## config.mk

```make
export PLATFORM = sky130hd
export DESIGN_NAME = gaussianblur_bus_responder
export DESIGN_NICKNAME = d
export VERILOG_FILES = /design/src/rtl/gaussianblur_bus_responder.sv
export SDC_FILE = /design/constraint.sdc
export NUM_CORES = 2
export LEC_CHECK = 0
export CAP_MARGIN = 15
export CORE_ASPECT_RATIO = 0.6
export CORE_MARGIN = 4
export CORE_UTILIZATION = 60
export DETAILED_ROUTE_END_ITERATION = 16
export GPL_TIMING_DRIVEN = 0
export MAX_ROUTING_LAYER = met4
export PLACE_DENSITY_LB_ADDON = 0.05
export SYNTH_ARGS = -nofsm -noshare
export SYNTH_HDL_FRONTEND = slang
export SYNTH_SLANG_ARGS = --single-unit
```

## constraint.sdc

```tcl
create_clock -name ap_clk -period 5.5 [get_ports ap_clk]
set_input_delay 1.65 -clock ap_clk [delete_from_list [all_inputs] [get_ports ap_clk]]
set_output_delay 1.65 -clock ap_clk [all_outputs]
set_load 0.01 [all_outputs]
```

## src/rtl/gaussianblur_bus_responder.sv

```systemverilog
// Gaussianblur bus-port responder: 128-bit word memory behind a request FSM and a FWFT response FIFO.
// Optional GAUSSIANBLUR_BUS_RSP_WRAP_EN: addresses wrap modulo MEM_DEPTH instead of dropping/zeroing.
module gaussianblur_bus_responder #(
   parameter int MEM_DEPTH = 16,
   parameter int RSP_DEPTH = 4
) (
   input  logic         ap_clk,
   input  logic         ap_rst_n,
   input  logic         req_write,
   input  logic         req_din,
   input  logic [31:0]  address,
   input  logic [31:0]  size,
   input  logic [127:0] dataout,
   output logic         req_full_n,
   input  logic         rsp_read,
   output logic         rsp_empty_n,
   output logic         rsp_dout,
   output logic [127:0] datain
);

   localparam int AW = $clog2(MEM_DEPTH);
   localparam int PW = $clog2(RSP_DEPTH);
   localparam int CW = PW + 1;
   localparam logic [CW-1:0] FULL_CNT = CW'(RSP_DEPTH);

   typedef enum logic [1:0] {
      S_IDLE,
      S_READ,
      S_WRITE
   } state_t;

   state_t        state;
   logic [31:0]   addr;
   logic [31:0]   left;
   logic [127:0]  wdata;
   logic [127:0]  mem [MEM_DEPTH];

   logic [128:0]  q [RSP_DEPTH];
   logic [PW-1:0] wr_ptr;
   logic [PW-1:0] rd_ptr;
   logic [CW-1:0] cnt;

   logic          full;
   logic          empty;
   logic          pop;
   logic          push_ok;
   logic          push;
   logic [128:0]  push_tok;
   logic          in_range;
   logic [127:0]  rd_word;
   logic          mem_we;

   assign full    = (cnt == FULL_CNT);
   assign empty   = (cnt == '0);
   assign pop     = rsp_read && !empty;
   // A full FIFO still takes a token when the head leaves the same cycle.
   assign push_ok = !full || pop;
   assign push    = (state != S_IDLE) && push_ok;

`ifdef GAUSSIANBLUR_BUS_RSP_WRAP_EN
   assign in_range = 1'b1;
`else
   assign in_range = (addr[31:AW] == '0);
`endif

   assign rd_word = in_range ? mem[addr[AW-1:0]] : '0;
   assign mem_we  = (state == S_WRITE) && push_ok && in_range;

   always_comb begin
      push_tok = {1'b0, rd_word};
      if (state == S_WRITE)
         push_tok = {1'b1, 128'h0};
   end

   assign req_full_n  = (state == S_IDLE);
   assign rsp_empty_n = !empty;
   assign rsp_dout    = empty ? 1'b0 : q[rd_ptr][128];
   assign datain      = empty ? 128'h0 : q[rd_ptr][127:0];

   always_ff @(posedge ap_clk or negedge ap_rst_n) begin
      if (!ap_rst_n) begin
         state <= S_IDLE;
         addr  <= '0;
         left  <= '0;
         wdata <= '0;
      end else begin
         unique case (state)
            S_IDLE: begin
               if (req_write) begin
                  if (req_din) begin
                     addr  <= address;
                     wdata <= dataout;
                     state <= S_WRITE;
                  end else if (size != '0) begin
                     addr  <= address;
                     left  <= size;
                     state <= S_READ;
                  end
               end
            end
            S_WRITE: begin
               if (push_ok)
                  state <= S_IDLE;
            end
            S_READ: begin
               if (push_ok) begin
                  addr <= addr + 32'd1;
                  left <= left - 32'd1;
                  if (left == 32'd1)
                     state <= S_IDLE;
               end
            end
            default: state <= S_IDLE;
         endcase
      end
   end

   always_ff @(posedge ap_clk or negedge ap_rst_n) begin
      if (!ap_rst_n) begin
         for (int i = 0; i < MEM_DEPTH; i++)
            mem[i] <= '0;
      end else if (mem_we) begin
         mem[addr[AW-1:0]] <= wdata;
      end
   end

   always_ff @(posedge ap_clk or negedge ap_rst_n) begin
      if (!ap_rst_n) begin
         for (int i = 0; i < RSP_DEPTH; i++)
            q[i] <= '0;
         wr_ptr <= '0;
         rd_ptr <= '0;
         cnt    <= '0;
      end else begin
         if (push) begin
            q[wr_ptr] <= push_tok;
            wr_ptr    <= wr_ptr + 1'b1;
         end
         if (pop)
            rd_ptr <= rd_ptr + 1'b1;
         if (push && !pop)
            cnt <= cnt + 1'b1;
         else if (pop && !push)
            cnt <= cnt - 1'b1;
      end
   end

endmodule

```

==> flow_metrics.py <==
metrics = {
    "sta": {
        "slew_viol_final": 0,
        "relSlewSlack": 0.164,
        "rsz0062_at_grt": "no",
        "clock_skew_ns": 0.0366,
        "fmaxAchievable_mhz": 186,
        "hold_violations": 0,
        "fin_ws_ns": 0.112,
        "min_period_ns": 5.39,
        "period_share": 0.980,
        "setup_viol": 0,
        "worst_pin_slew_ns": 1.25,
    },
    "route": {
        "wire_per_inst_um": 31.5,
        "wirelength_um": 353000,
        "vias_per_cell": 6.68,
        "first_iter_violations": 7662,
        "ant_nets": 0,
        "vias": 74711,
        "drtPass1Iterations": 6,
        "drc": 0,
    },
    "power": {
        "ir_worst_vdd_uv": 235,
        "p_per_area_nw_per_um2": 352,
        "p_leak_nw": 68.0,
        "report.power.total_mw": 49.2,
    },
    "die": {
        "num_rows": 128,
        "die_x_um": 593,
        "initial_utilization": 0.606,
        "pin_count": 328,
        "core_area_um2": 204000,
        "die_h_um": 359,
        "die_area_um2": 213000,
    },
    "synth": {
        "synth_most_common_cell": "dfrtp_1",
        "synth.avg_cell_area_um2": 16.2,
        "synth-main-ff-cell": "dfrtp_1",
        "ys_seq_area_frac": 0.561,
        "yosysTopAreaCellShare": 0.561,
        "netlist_top_cells_area": "dfrtp_1 (56%), mux4_2 (14%), mux2_2 (11%)",
        "yosys_warnings": 0,
        "syn_nets": 7797,
        "netlist_area_um2": 123000,
        "synthTopCellsByCount": "dfrtp_1 (2,765), mux2_2 (1,161), mux2_1 (916), mux4_2 (769), a22o_1 (512)",
        "synth_seq_cells": 2765,
        "syn-instance-count": 7588,
        "synth_edf_count": 0,
        "synthArstFlopShare": 1.00,
        "synth_cell_types": 63,
        "synth_top_area_cell": "dfrtp_1",
    },
    "clock_network": {
        "clockRootBuffer": "clkbuf_16",
        "clockBufferDepth": 4,
        "clk_latency_ns": 0.85,
        "clk_pin_slew_ns": 0.07,
        "cts_made_buffers": 267,
        "cts_tree": "done",
        "htreeDepth": 5,
        "cts_setup_buffers": 0,
        "clock-sinks": 2765,
    },
    "min_path": {
        "worst_hold_path.endpoint": "mem[1486]$_DFFE_PN0P_",
        "min_path_type": "register to register",
        "hold_path_startpoint": "mem[1486]$_DFFE_PN0P_",
        "hold_path_depth": 1,
    },
    "layout": {
        "drive_gt1_frac": 0.337,
        "fin_nets": 8445,
        "finalNonFillerCells": 11188,
        "area_delta_synth_final_pct": 13.5,
        "finish.utilization": 0.687,
    },
    "critical_path": {
        "r2r_cells": 6,
        "critical_path_arrival_ns": 3.74,
        "reg2reg_to": "q[124]$_DFFE_PN0P_",
        "crit_type": "register to output port",
        "crit_path_top_delay_cell": "mux4_2",
        "path_cells": "clkbuf_8 > buf_2 > mux4_2 > and2_1 > clkdlybuf4s50_1",
        "crit_fanout": 10,
        "rr_startpoint": "addr[1]$_DFFE_PN0P_",
        "startpoint_type": "register",
        "cp_num_buf_inv": 3,
        "r2r_slack_ns": 0.79,
        "crit_required_ns": 3.85,
        "max_stage_delay_ns": 0.71,
        "cp-end-kind": "output port",
        "cp_top_family": "buffers and inverters",
    },
    "job": {
        "cap_violations": 0,
    },
    "grt": {
        "grt_max_degree": 192,
        "grt_pass1_vias": 77500,
        "grt_overflow": 0,
        "track_usage": 0.344,
        "antenna_found_initial": 21,
        "grt_first_pass_wirelength_um": 526000,
    },
    "placed_design": {
        "place_inst": 10689,
        "dp_hpwl_um": 243000,
        "pre_cts_slack_ns": -0.292,
        "gp_congestion": 0.922,
        "io_buffer_count": 327,
    },
    "status": {
        "status": "complete, no violations",
    },
}
## routing by layer
metal | part of all wire | up-vias | global-route usage
met4 | 0.031 | 0 | 0.0959
li1 | - | 30147 | -
met5 | 0 | - | -
met1 | 0.45 | 40897 | 0.529
met2 | 0.42 | 3068 | 0.455
met3 | 0.094 | 599 | 0.0893
## logic make-up after synthesis
family,after synthesis,synth area share
flops,2765,0.561
compound gates,729,0.0482
simple gates,383,0.0177
xor+xnor,6,0.000426
fa+ha+maj,12,0.00128
buf+inv,744,0.0284
mux,2949,0.343
## worst reg2reg max path, delay by kind of cell, from the launching register on
kind	cells	cell delay (ns)
flip-flops	1	0.57
buffers and inverters	3	2.66
AO/OA/AOI/OAI	1	0.26
multiplexers	2	1.12
## layout by cell type (no fill, tap or decap), types with 26 or more instances in the layout
master / count
nor2_1: 67
inv_1: 26
and2_1: 140
a21oi_1: 52
clkbuf_16: 281
clkinv_2: 36
buf_1: 29
dfrtp_1: 2764
mux2_2: 1161
clkbuf_8: 63
clkdlybuf4s50_1: 326
buf_2: 255
buf_6: 51
nor3_1: 27
nor4_1: 29
a31oi_1: 37
mux2_4: 100
clkbuf_1: 399
nand2_1: 28
mux4_2: 769
a22o_1: 512
diode_2: 36
o22a_1: 28
mux2_1: 916
## what timing repair did
action                     4_1_cts  5_1_grt
gates resized for setup         28        4
setup endpoints to repair      129        5
hold buffers                     0        0
## metrics by stage
stage	hold slack [ns]	instance area (um^2)	TNS (ns)
2_1_floorplan	0.445	123000	0
3_3_place_gp	0.459	130000	-
3_5_place_dp	0.470	131000	-45.63
4_1_cts	0.488	140000	0
5_1_grt	0.496	140000	0
6_report	0.483	140000	0
## state kept, by name (all words and copies together) (netlist names)
register  count
mem        2048
q           516
wdata       128
addr         32
left         32
cnt           3
rd_ptr        2
state         2
wr_ptr        2
## area by class of cell
type | count | area [um^2]
diodes | 36 | 90.1
plain buffers | 716 | 3500
clock buffers | 396 | 8080
clock inverters | 59 | 629
fillers | 13629 | 63600
inverters | 26 | 97.6
multi-input cells | 4079 | 50600
flip-flops and latches | 2765 | 69200
well taps | 2730 | 3420
repair buffers | 381 | 4330
## worst max path at each step
stage / endpoint / from / slack, ns / cells after the start
floorplan: datain[100] / rd_ptr[0]$_DFFE_PN0P_ / 1.80 / 5
global placement: q[455]$_DFFE_PN0P_ / ap_rst_n / -118.76 / 1
detailed placement: mem[1096]$_DFFE_PN0P_ / ap_rst_n / -0.29 / 6
CTS: datain[27] / rd_ptr[1]$_DFFE_PN0P_ / 0.003 / 5
global route: datain[29] / rd_ptr[0]$_DFFE_PN0P_ / 0.04 / 4
finish: datain[109] / rd_ptr[0]$_DFFE_PN0P_ / 0.11 / 5
## power breakdown
group / leakage [nW] / switching, mW / internal [mW] / total [mW]
combinational: 25.2 / 6.76 / 3.24 / 9.99
clock: 4.30 / 7.89 / 10.7 / 18.6
sequential: 38.5 / 0.169 / 20.4 / 20.6
(Power assumes the default switching activity.)
